==> src/rtl/vga_sync.sv <==
// vga_sync: 640x480@60Hz VGA timing generator with a clk/2 pixel-enable tick
module vga_sync #(
  parameter int HD = 640,
  parameter int HF = 16,
  parameter int HR = 96,
  parameter int HB = 48,
  parameter int VD = 480,
  parameter int VF = 10,
  parameter int VR = 2,
  parameter int VB = 33
) (
  input  logic       clk,
  input  logic       rst,
  output logic       hsync,
  output logic       vsync,
  output logic       ENclock,
  output logic [9:0] px_X,
  output logic [9:0] px_Y
);
  localparam logic [9:0] X_LAST = 10'(HD + HF + HR + HB - 1);
  localparam logic [9:0] Y_LAST = 10'(VD + VF + VR + VB - 1);
  localparam logic [9:0] HS_LO  = 10'(HD + HF);
  localparam logic [9:0] HS_HI  = 10'(HD + HF + HR - 1);
  localparam logic [9:0] VS_LO  = 10'(VD + VF);
  localparam logic [9:0] VS_HI  = 10'(VD + VF + VR - 1);
  logic       x_wrap;
  logic [9:0] x_n, y_n;
  // next counter values; out-of-range counts fall back to 0 on the next tick
  always_comb begin
    x_wrap = px_X >= X_LAST;
    x_n    = !ENclock ? px_X : x_wrap ? '0 : px_X + 10'd1;
    y_n    = !ENclock ? px_Y : px_Y > Y_LAST ? '0 : !x_wrap ? px_Y : px_Y == Y_LAST ? '0 : px_Y + 10'd1;
  end
  // tick, counters and syncs registered together so syncs line up with the counters
  always_ff @(posedge clk or negedge rst)
    if (!rst) begin
      ENclock <= 1'b0;
      px_X    <= '0;
      px_Y    <= '0;
      hsync   <= 1'b1;
      vsync   <= 1'b1;
    end else begin
      ENclock <= !ENclock;
      px_X    <= x_n;
      px_Y    <= y_n;
      hsync   <= !(x_n >= HS_LO && x_n <= HS_HI);
      vsync   <= !(y_n >= VS_LO && y_n <= VS_HI);
    end
endmodule

==> config.mk <==
export PLATFORM = sky130hd
export DESIGN_NAME = vga_sync
export DESIGN_NICKNAME = d
export VERILOG_FILES = /design/src/rtl/vga_sync.sv
export SDC_FILE = /design/constraint.sdc
export NUM_CORES = 1
export LEC_CHECK = 0
export ABC_AREA = 1
export BUFFER_PORTS_ARGS = -buffer_cell sky130_fd_sc_hd__buf_2
export CORE_ASPECT_RATIO = 1.2
export CORE_MARGIN = 2
export CORE_UTILIZATION = 60
export CTS_CLUSTER_DIAMETER = 200
export DETAILED_ROUTE_END_ITERATION = 10
export PLACE_DENSITY = 0.85
export SLEW_MARGIN = 20
export SYNTH_ARGS = -nofsm -noshare
export SYNTH_HDL_FRONTEND = slang
export SYNTH_SLANG_ARGS = --single-unit
==> constraint.sdc <==
create_clock -name clk -period 4.2 [get_ports clk]
set_input_delay 0.42 -clock clk [delete_from_list [all_inputs] [get_ports clk]]
set_output_delay 0.42 -clock clk [all_outputs]
set_load 0.02 [all_outputs]
==> impl_results.md, run 1 <==
- Detail Route Antenna Nets: 0
- # nets final: between 200 and 300
- Max-cap violations: 0
- Count of different cell masters after synthesis: 29
- Average wire per standard cell: ~12 um
- Initial antenna violation count: 0
- Worst VDD drop: around 0.17 mV
- Switch share: between 20% and 30%
- Starting Density: approximately three fifths
- Crit-path max FO: 15
- RR Endpoint: hsync$_DFF_PN1_
- Die Wd: approximately 50 um
- Critical Path RT: approximately 4.5 ns
- Internal power: 0.257 mW
- Worst-case reg-to-reg path depth: 9
- Power per cell area: 193 nW/um2
- Combinational power share: around 1.4%
- Outcome: finished clean
- Cells after synthesis: roughly 220
- Clk sinks: 23
- Core footprint: ~2500 um2
- Synthesized cell area: between 1500 and 2000 um2
- Final period utilization: slightly below 50%
- Period minus WS final: roughly 2 ns
- Hold Violations, Final: 0
- Least-Margin Pin Slew: 0.650 ns
- # resized after CTS: 0
- Port-buffer cells: 24
- Synthesized flop and latch total: 23
- Vias in the first global route: 1264
- Cell Rows: 20
- Worst slew margin: 56.6%
- DR DRC count: 0
- Total Power: 0.329 mW
- Post-synth net total: ~220
- Clk_lat worst skew: 0.31 ns
- Post-synth top area share: roughly 34%
- Critical path endpoint category: register
- NetSw: around 0.071 mW
- I/O pins: 25
- Die height: slightly below 60 um
- # setup viols final: 0
- Gp weighted congestion: 0.950
- Dominant cells by area after synthesis: dfrtp_1 34%, nand2_1 20%, inv_1 5.7%, nor2_1 4.9%, nor2_2 3.7%
- P&R area growth vs syn: 11.7%
- Setup slack, reg-to-reg: roughly 2.2 ns
- Worst min-delay path category: in2async
- Layout Skew: 0.00141 ns
- Post-CTS Setup Bufs: 0
- Reg-to-Reg Start: ENclock$_DFF_PN0_
- DP HPWL: approximately 2.5 mm
- Share of layout cells above drive strength 1: between 20% and 30%
- Vias/cell: slightly above 5
- Clock transition at path regs: 0.12 ns
- Synthesized area per cell: between 6 and 7 um2
- Largest net degree at the start of global routing: 24
- Slew Limit Fails: 0
- Final wirelength: around 3.3 mm
- Max frequency: 0.491 GHz
- Vias: 1427
- Drt pass-1 iters: 4
- Yosys warns: 0
- CTS tree: done
- Setup TNS: 0 ns
- CTS root buf: clkbuf_4
- Clk network pwr share: a little under a third
- Leak pwr: 0.952 nW
- Die ar.: approximately 3000 um2
- Gr usage total: between 20% and 30%
- H-tree depth: 1
- Critical path type: reg2reg
- Ant. Diodes: 0
- CTS Buf Count: 3
- RSZ-0062 raised after global routing: no
- Initial drt markers: 38
- Worst Setup Start Kind: register
- Global route total overflow: 0
- Sequential share of power: between 60% and 70%
- Max Root-Sink Buffers: 2
- WP data arrival: about 2.3 ns
- Hold_buf cts: 0
- First-pass GRT wire length: 5.42 mm
- Hold_ws: roughly 0.057 ns
- Sequential area share after synthesis: between 30% and 40%
- Post-synth top area cell: dfrtp_1
per-stage QoR:
step | instances | util, % | cell area (um2) | worst slack (ns)
after global routing | 278 | 68.8 | 1700 | 1.97
after detailed placement | 274 | 67.7 | 1680 | 2.19
after CTS | 278 | 68.8 | 1700 | 2.17
after floorplan | 219 | - | 1530 | 2.50
after global placement | 274 | 67.7 | 1680 | 2.20
final | 278 | 68.8 | 1700 | 2.16
cell type report:
| cell class | count | area (um2) |
|---|---|---|
| multi-input cells | 164 | 825 |
| fillers | 223 | 773 |
| flip-flops and latches | 23 | 578 |
| repair buffers | 24 | 120 |
| inverters | 30 | 113 |
| well taps | 33 | 41.3 |
| clock buffers | 3 | 22.5 |
| clock inverters | 1 | 5.00 |
worst max-delay path, stage by stage (launching register included):
cell and delay, ns:
dfrtp_1 0.78, inv_2 0.30, nor2_4 0.20, nand3_1 0.09
nor2_2 0.12, nand2_1 0.07, xor2_1 0.16, nor2_2 0.06
nor2_1 0.11, nand3_2 0.08
cells in the mapped netlist, drive strengths merged:
library cell	number
nand4	1
nor3	2
a21oi	7
clkinv	2
o21bai	1
o21ai	8
nand3	13
dfstp	2
ha	3
nand2	89
nand3b	1
nor2	33
buf	2
dfrtp	21
xor2	3
a31oi	2
or3	1
inv	28
cell families after synthesis:
group / share of synthesized area, %
simple gates: 43.4
compound gates: 6.48
fa+ha+maj: 2.46
flops: 37.9
buf+inv: 8.04
xor+xnor: 1.72
metal layers:
layer | wire length (um) | vias to the layer above | GRT usage, %
met5 | 0 | - | 0
met2 | 1720 | 28 | 46.1
li1 | - | 728 | -
met1 | 1410 | 664 | 27.2
met3 | 91 | 7 | 3.28
met4 | 65 | 0 | 10.7
registers in the layout (all words and copies together), names as in the netlist:
name	count
px_X	10
ENclock	1
px_Y	10
vsync	1
hsync	1
cells in the final DEF, fill, tap and decap left out, types with 4 or more instances in the layout:
cell type and instances:
nand2_2 4, a21oi_1 6, nand3_1 11, dfrtp_1 21
inv_1 23, nor2_1 20, o21ai_0 4, o21ai_1 4
buf_2 24, nand2_1 83, nor2_2 9, inv_2 5
how the worst max path moves through the flow:
stage,endpoint,slack [ns],cells past startpoint,start
after floorplan,vsync$_DFF_PN1_,2.50,12,px_X[0]$_DFF_PN0_
after global routing,hsync$_DFF_PN1_,1.97,10,ENclock$_DFF_PN0_
after CTS,hsync$_DFF_PN1_,2.17,9,ENclock$_DFF_PN0_
final,hsync$_DFF_PN1_,2.16,9,ENclock$_DFF_PN0_
after global placement,hsync$_DFF_PN1_,2.20,9,ENclock$_DFF_PN0_
after detailed placement,hsync$_DFF_PN1_,2.19,9,ENclock$_DFF_PN0_
power groups by stage:
stage | sequential, mW | combinational (mW) | clock (mW)
6_report | 0.222 | 0.00445 | 0.103
5_1_grt | 0.222 | 0.00561 | 0.117
4_1_cts | 0.222 | 0.00486 | 0.108
3_5_place_dp | 0.226 | 0.00479 | 0
3_3_place_gp | 0.226 | 0.00474 | 0
2_1_floorplan | 0.226 | 0.000000526 | 0
Power figures use the tool's default switching activity.
==> run 2: changes to the inputs <==
--- a/config.mk
+++ b/config.mk
@@ -5,14 +5,14 @@
 export SDC_FILE = /design/constraint.sdc
 export NUM_CORES = 1
 export LEC_CHECK = 0
-export ABC_AREA = 1
+export ABC_AREA = 0
 export BUFFER_PORTS_ARGS = -buffer_cell sky130_fd_sc_hd__buf_2
 export CORE_ASPECT_RATIO = 1.2
 export CORE_MARGIN = 2
-export CORE_UTILIZATION = 60
+export CORE_UTILIZATION = 54
 export CTS_CLUSTER_DIAMETER = 200
 export DETAILED_ROUTE_END_ITERATION = 10
-export PLACE_DENSITY = 0.85
+export PLACE_DENSITY = 0.79
 export SLEW_MARGIN = 20
 export SYNTH_ARGS = -nofsm -noshare
 export SYNTH_HDL_FRONTEND = slang
==> constraint.sdc (replaced) <==
create_clock -name clk -period 2 [get_ports clk]
set_input_delay 0.2 -clock clk [delete_from_list [all_inputs] [get_ports clk]]
set_output_delay 0.2 -clock clk [all_outputs]
set_load 0.02 [all_outputs]
==> run 2 against run 1 <==
Effect of this change: the run now ends with setup timing left; area after synthesis is 15% lower; synthesized cell count is 36% lower; cell count is 15% lower; sequential share of layout area is 2.3 points lower; worst hold slack improved by 0.30 ns; largest power group unchanged; critical path depth shrank 4; fmax is 9.3% lower; sequential cell count did not move.
==> impl_results.md, run 2 <==
- Post-synth top area cell: dfrtp_1
- Core footprint: 2280 um2 (-7.9%)
- Vias: 1423 (-0.28%)
- Crit-path max FO: 3 (-12)
- Worst VDD drop: 0.427 mV (+150%)
- Critical Path RT: 2.26 ns (-2.19 ns)
- Detail Route Antenna Nets: 0 (unchanged)
- Max-cap violations: 0 (unchanged)
- Dominant cell by count in the synthesized netlist: dfrtp_1
- Critical path type: reg2reg
- CTS root buf: clkbuf_4
- Ant. Diodes: 0 (unchanged)
- Ys flop type: dfrtp_1
- Post-route cell area: 1850 um2 (+8.7%)
- Largest registers: px_X: 10 flops, px_Y: 10 flops
- Starting Density: 56.7% (-4.8 points)
- Leak pwr: 0.828 nW (-13%)
- Drt pass-1 iters: 4 (unchanged)
- Largest net degree at the start of global routing: 24 (unchanged)
- Max frequency: 0.446 GHz (-9.3%)
- DR DRC count: 0 (unchanged)
- Dpl ws: -0.226 ns (-2.42 ns)
- Post-synth top area share: 40.6% (+6.1 points)
- Post-synth net total: 145 (-35%)
- Yosys warns: 0 (unchanged)
- Final wirelength: 3.82 mm (+16%)
- CP cell instances: inv_2 > or4_4 > or3_4 > a221o_1 > or4b_1
- DR WL met2: 2.01 mm (+17%)
- CP max-delay cell: or4_4
- Max Root-Sink Buffers: 2 (unchanged)
- FILL cells: 160 (-28%)
- Synthesized area per cell: 9.25 um2 (+33%)
- Slew Limit Fails: 0 (unchanged)
- Routed met1 length: 1.49 mm (+5.8%)
- Worst Setup Start Kind: register
- Hold Violations, Final: 0 (unchanged)
- # nets final: 212 (-16%)
- Cells after synthesis: 140 (-36%)
- Port-buffer cells: 24 (unchanged)
- Post-Layout Cell Count: 237 (-15%)
- Commonest non-fill, non-tap cell in the layout: buf_4
- Clk_lat worst skew: 0.33 ns (+0.02 ns)
- Critical path endpoint category: register
- Vias in the first global route: 1422 (+13%)
- Vias/cell: 6.00 (+17%)
- Final period utilization: 112% (+64 points)
- Cell Rows: 19 (-5.0%)
- Initial antenna violation count: 0 (unchanged)
- First-pass GRT wire length: 6.31 mm (+16%)
- Util after Layout: 81.2% (+12 points)
- Count of different cell masters after synthesis: 46 (+59%)
- Die ar.: 2810 um2 (-5.2%)
- Average wire per standard cell: 16.1 um (+36%)
- DP HPWL: 2.87 mm (+14%)
- Synthesized flop and latch total: 23 (unchanged)
- # setup viols final: 1 (+1)
- Failing checks: setup timing
- RSZ-0062 raised after global routing: yes
- Worst slew margin: 65.0% (+8.4 points)
- Gp weighted congestion: 1.02 (+7.0%)
- CTS Buf Count: 3 (unchanged)
- Outcome: finished with violations
- Share of layout cells above drive strength 1: 45.6% (+22 points)
- CTS tree: done
- Clock transition at path regs: 0.13 ns (about the same)
- Final setup margin: -0.243 ns (-2.41 ns)
- Layout Skew: 0.00670 ns (+0.00529 ns)
- Placed Area: 1780 um2 (+6.0%)
- Synthesized cell area: 1290 um2 (-15%)
- Most frequent cells in the layout: 41 x buf_4, 24 x buf_2, 14 x dfrtp_1, 14 x nor2_1, 12 x nand2_1
- Power per cell area: 378 nW/um2 (+96%)
- H-tree depth: 1 (unchanged)
- Clk sinks: 23 (unchanged)
- I/O pins: 25 (unchanged)
- Asr flop ratio synth: 100% (unchanged)
- Dominant cells by area after synthesis: dfrtp_1 41%, dfstp_2 4.1%, nor2_1 4.1%, nand2_1 3.5%, xnor2_1 3.4%
- EDFF count, synth: 0 (unchanged)
- Post-synth top cells: 21 x dfrtp_1, 14 x nor2_1, 12 x nand2_1
- Setup TNS: -0.243 ns (-0.243 ns)
- Initial drt markers: 52 (+37%)
- Crit path largest cell delay: 0.52 ns (-0.26 ns)
- Worst min-delay path category: in2async
- WP data arrival: 2.51 ns (+0.22 ns)
- Highest routed layer: met4
- P&R area growth vs syn: 43.1%
- Least-Margin Pin Slew: 0.525 ns (-0.125 ns)
- Met3 routed WL: 157 um (+73%)
- Global route total overflow: 0 (unchanged)
- Sequential area share after synthesis: 44.6% (+6.7 points)
- Period minus WS final: 2.24 ns (+0.208 ns)
- Die height: 57.6 um (-2.7%)
- Die Wd: 48.7 um (-2.6%)
- Gr usage total: 29.2% (+4.7 points)
- Placed insts: 229 (-16%)
run 2: per-layer routing:
layer | vias up | track usage (%)
li1 | 655 | -
met1 | 692 | 32.7
met2 | 59 | 53.2
met3 | 17 | 3.87
met4 | 0 | 17.1
met5 | - | 0
run 2: timing repair:
| action | 4_1_cts | 5_1_grt |
|---|---|---|
| setup buffers | 2 | 1 |
| hold buffers | 1 | 0 |
| endpoints found under the hold margin | 21 | 0 |
| pin swaps | 1 | 1 |
| resized for setup | 1 | 5 |
| setup endpoints to repair | 1 | 3 |
run 2: critical path: cells and delay by family, from the launching register on:
family                 cells  cell delay, ns
AND/OR/NAND/NOR            3            1.39
flip-flops                 1            0.43
AO/OA/AOI/OAI              1            0.31
buffers and inverters      1            0.05
run 2: path summary, 6_finish.rpt:
path	start	endpoint	slack (ns)	cells after the start
worst max-delay path	px_Y[0]$_DFF_PN0_	vsync$_DFF_PN1_	-0.24	5
worst min-delay path	rst	px_X[1]$_DFF_PN0_	0.36	2
min in group clk	px_Y[1]$_DFF_PN0_	px_Y[1]$_DFF_PN0_	0.61	2
worst min register to register	px_Y[1]$_DFF_PN0_	px_Y[1]$_DFF_PN0_	0.61	2
worst max register to register	px_Y[0]$_DFF_PN0_	vsync$_DFF_PN1_	-0.24	5
max in group asynchronous	rst	px_Y[1]$_DFF_PN0_	1.26	2
run 2: logic make-up after synthesis:
| group | count (synthesis) | synth area share [%] |
|---|---|---|
| AND/OR/NAND/NOR | 61 | 25.4 |
| AO/OA/AOI/OAI | 34 | 18.1 |
| flip-flops | 23 | 44.6 |
| buffers and inverters | 11 | 3.38 |
| XOR/XNOR | 7 | 4.73 |
| adder cells (fa/ha/maj) | 3 | 2.90 |
| multiplexers | 1 | 0.870 |
run 2: report_power, final:
group | internal (mW) | total, mW | switching (mW) | leakage [nW]
combinational | 0.00197 | 0.0110 | 0.00906 | 0.522
sequential | 0.465 | 0.465 | 0 | 0.288
clock | 0.0753 | 0.224 | 0.149 | 0.0177
run 2: cell type report:
cell class	count	area, um2	share of cell area, %
Tap cell	31	38.8	2.09
Timing Repair Buffer	66	438	23.6
Clock inverter	1	5.00	0.270
Sequential cell	23	587	31.7
Inverter	7	26.3	1.42
Clock buffer	3	22.5	1.22
Multi-Input combinational cell	106	736	39.7
run 2: through the flow:
step | hold slack [ns] | power, mW
after floorplan | -0.0956 | 0.474
after global placement | 0.189 | 0.483
after detailed placement | 0.198 | 0.484
after CTS | 0.386 | 0.698
after global routing | 0.398 | 0.723
final | 0.359 | 0.700
==> run 3: changes to the inputs <==
--- a/config.mk
+++ b/config.mk
@@ -12,7 +12,7 @@
 export CORE_UTILIZATION = 54
 export CTS_CLUSTER_DIAMETER = 200
 export DETAILED_ROUTE_END_ITERATION = 10
-export PLACE_DENSITY = 0.79
+export PLACE_DENSITY = 0.82
 export SLEW_MARGIN = 20
 export SYNTH_ARGS = -nofsm -noshare
 export SYNTH_HDL_FRONTEND = slang
==> constraint.sdc (replaced) <==
create_clock -name clk -period 2 [get_ports clk]
set_input_delay 0.2 -clock clk [delete_from_list [all_inputs] [get_ports clk]]
set_output_delay 0.2 -clock clk [all_outputs]
set_load 0.05 [all_outputs]
==> run 3 against run 2 <==
Effect of this change: the flow still finishes with violations (setup timing); clock skew rose by 0.0087 ns; via count down 3.4%; sequential power barely moved; first-iteration DRC count grew 17%; register-to-register slack better by 0.04 ns; cell count shrank 0.42%; combinational power about the same; highest routed layer unchanged.
==> impl_results.md, run 3 (same netlist as run 2, synthesis figures left out) <==
- Vias in the first global route: 1413 (-0.63%)
- Layout Skew: 0.0154 ns (+0.00873 ns)
- Least-Margin Pin Slew: 0.532 ns (+0.00673 ns)
- Commonest non-fill, non-tap cell in the layout: buf_4
- Most frequent cells in the layout: 40 x buf_4, 24 x buf_2, 14 x nor2_1
- Crit-path max FO: 3 (unchanged)
- Final wirelength: 3.61 mm (-5.3%)
- Failing checks: setup timing
- Port-buffer cells: 24 (unchanged)
- # setup viols final: 1 (unchanged)
- Gp weighted congestion: 1.05 (+3.5%)
- DR DRC count: 0 (unchanged)
- Period minus WS final: 2.20 ns (-0.0390 ns)
- Clk_lat worst skew: 0.32 ns (about the same)
- Leak pwr: 0.817 nW (-1.4%)
- Core footprint: 2280 um2 (unchanged)
- Die ar.: 2810 um2 (unchanged)
- Worst-case reg-to-reg path depth: 5 (unchanged)
- Max Root-Sink Buffers: 2 (unchanged)
- Reg area: 593 um2 (+1.1%)
- Initial antenna violation count: 0 (unchanged)
- Clk sinks: 23 (unchanged)
- Worst slew margin: 64.1% (-0.90 points)
- Worst min-delay path category: in2async
- Ant. Diodes: 0 (unchanged)
- Largest registers: px_X: 10 flops, px_Y: 10 flops
- Reg-to-Reg Start: px_Y[0]$_DFF_PN0_
- DP HPWL: 2.80 mm (-2.3%)
- Outcome: finished with violations
- Critical path type: reg2reg
- Final setup margin: -0.204 ns (+0.0390 ns)
- Setup slack, reg-to-reg: -0.20 ns (+0.04 ns)
- Max frequency: 0.454 GHz (+1.8%)
- Global route total overflow: 0 (unchanged)
- Largest net degree at the start of global routing: 24 (unchanged)
- Post-route cell area: 1850 um2 (about the same)
- # nets final: 211 (-0.47%)
- P&R area growth vs syn: 43.0% (about the same)
- Average wire per standard cell: 15.3 um (-4.9%)
- Slew Limit Fails: 0 (unchanged)
- Worst Setup Start Kind: register
- Critical Path RT: 2.23 ns (-0.03 ns)
- I/O pins: 25 (unchanged)
- Clock transition at path regs: 0.13 ns (about the same)
- Share of layout cells above drive strength 1: 46.8% (+1.2 points)
- Final period utilization: 110% (-2.0 points)
- Cell Rows: 19 (unchanged)
- H-tree depth: 1 (unchanged)
- Critical path endpoint category: register
- CTS Buf Count: 3 (unchanged)
- Die Wd: 48.7 um (unchanged)
- Starting Density: 56.7% (unchanged)
- End point of the critical path: vsync$_DFF_PN1_
- WP data arrival: 2.44 ns (-0.07 ns)
- Hold Violations, Final: 0 (unchanged)
- Max-cap violations: 0 (unchanged)
- Initial drt markers: 61 (+17%)
- Die height: 57.6 um (unchanged)
- FILL cells: 153 (-4.4%)
- RSZ-0062 raised after global routing: yes
- Multi-input logic area: 736 um2 (unchanged)
- Placed Area: 1790 um2 (+0.77%)
- Drt pass-1 iters: 5 (+1)
- RR Endpoint: vsync$_DFF_PN1_
- Gr usage total: 29.1% (-0.11 points)
- Util after Layout: 81.1% (about the same)
- Vias: 1374 (-3.4%)
- CP Launch Point: px_Y[0]$_DFF_PN0_
- Detail Route Antenna Nets: 0 (unchanged)
- Vias/cell: 5.82 (-3.0%)
- CTS root buf: clkbuf_4
- Power per cell area: 373 nW/um2 (-1.4%)
- Worst VDD drop: 0.381 mV (-11%)
- CTS tree: done
- First-pass GRT wire length: 6.35 mm (+0.67%)
[run 3: cell count changes in the layout (fill, tap and decap cells not counted)]
cell      delta
dfrtp_1      -5
dfrtp_2      +5
o21ai_0      +2
o21ai_1      -2
a21boi_1     +1
a21boi_2     -1
buf_4        -1
nor4b_1      +1
nor4b_2      -1
o311ai_0     +1
o311ai_1     -1
o311ai_2     -1
o311ai_4     +1
[run 3: final cells by class]
class / count / share of cell area [%]
Multi-Input combinational cell: 106 / 39.7
Timing Repair Buffer: 65 / 23.2
Inverter: 7 / 1.42
Tap cell: 31 / 2.09
Sequential cell: 23 / 32.0
Clock buffer: 3 / 1.22
Clock inverter: 1 / 0.270
[run 3: routing by layer]
metal	part of all wire, %	track usage [%]
met1	40	34.6
met2	52	52.4
met3	5.0	2.06
met4	3.0	16.3
met5	0	0
[run 3: worst max-delay path, cell delays in order (launching register included)]
cell and delay, ns:
dfrtp_2 0.42, inv_2 0.05, or4_4 0.51, or3_4 0.34, a221o_1 0.34, or4b_1 0.46
[run 3: metrics by stage]
stage | setup slack [ns] | hold slack, ns | setup TNS (ns) | std cells | total power [mW]
after floorplan | -0.368 | -0.0956 | -0.368 | 140 | 0.474
after global placement | -0.186 | 0.186 | -0.186 | 230 | 0.483
after detailed placement | -0.230 | 0.198 | -0.230 | 230 | 0.484
after CTS | -0.199 | 0.370 | -0.199 | 236 | 0.697
after global routing | -0.253 | 0.425 | -0.254 | 236 | 0.721
final | -0.204 | 0.389 | -0.204 | 236 | 0.690
[run 3: repair_timing]
item | in CTS | in global routing
endpoints found under the hold margin | 21 | 0
hold buffers | 1 | 0
pin swaps | 0 | 0
endpoints found under the setup margin | 1 | 1
setup buffers | 1 | 0
resized for setup | 1 | 1
[run 3: report_power, final]
part           switching (mW)  total [mW]  internal [mW]
Clock                   0.139       0.214         0.0749
Combinational         0.00904      0.0110        0.00199
Sequential                  0       0.465          0.465
Total                   0.148       0.690          0.542
[run 3: how the worst min path moves through the flow]
stage	start	slack [ns]	to
after floorplan	rst	-0.1	ENclock$_DFF_PN0_
after global placement	rst	0.19	px_Y[5]$_DFF_PN0_
after detailed placement	rst	0.20	px_Y[5]$_DFF_PN0_
after CTS	rst	0.37	px_Y[5]$_DFF_PN0_
after global routing	rst	0.42	px_X[2]$_DFF_PN0_
final	rst	0.39	px_X[2]$_DFF_PN0_
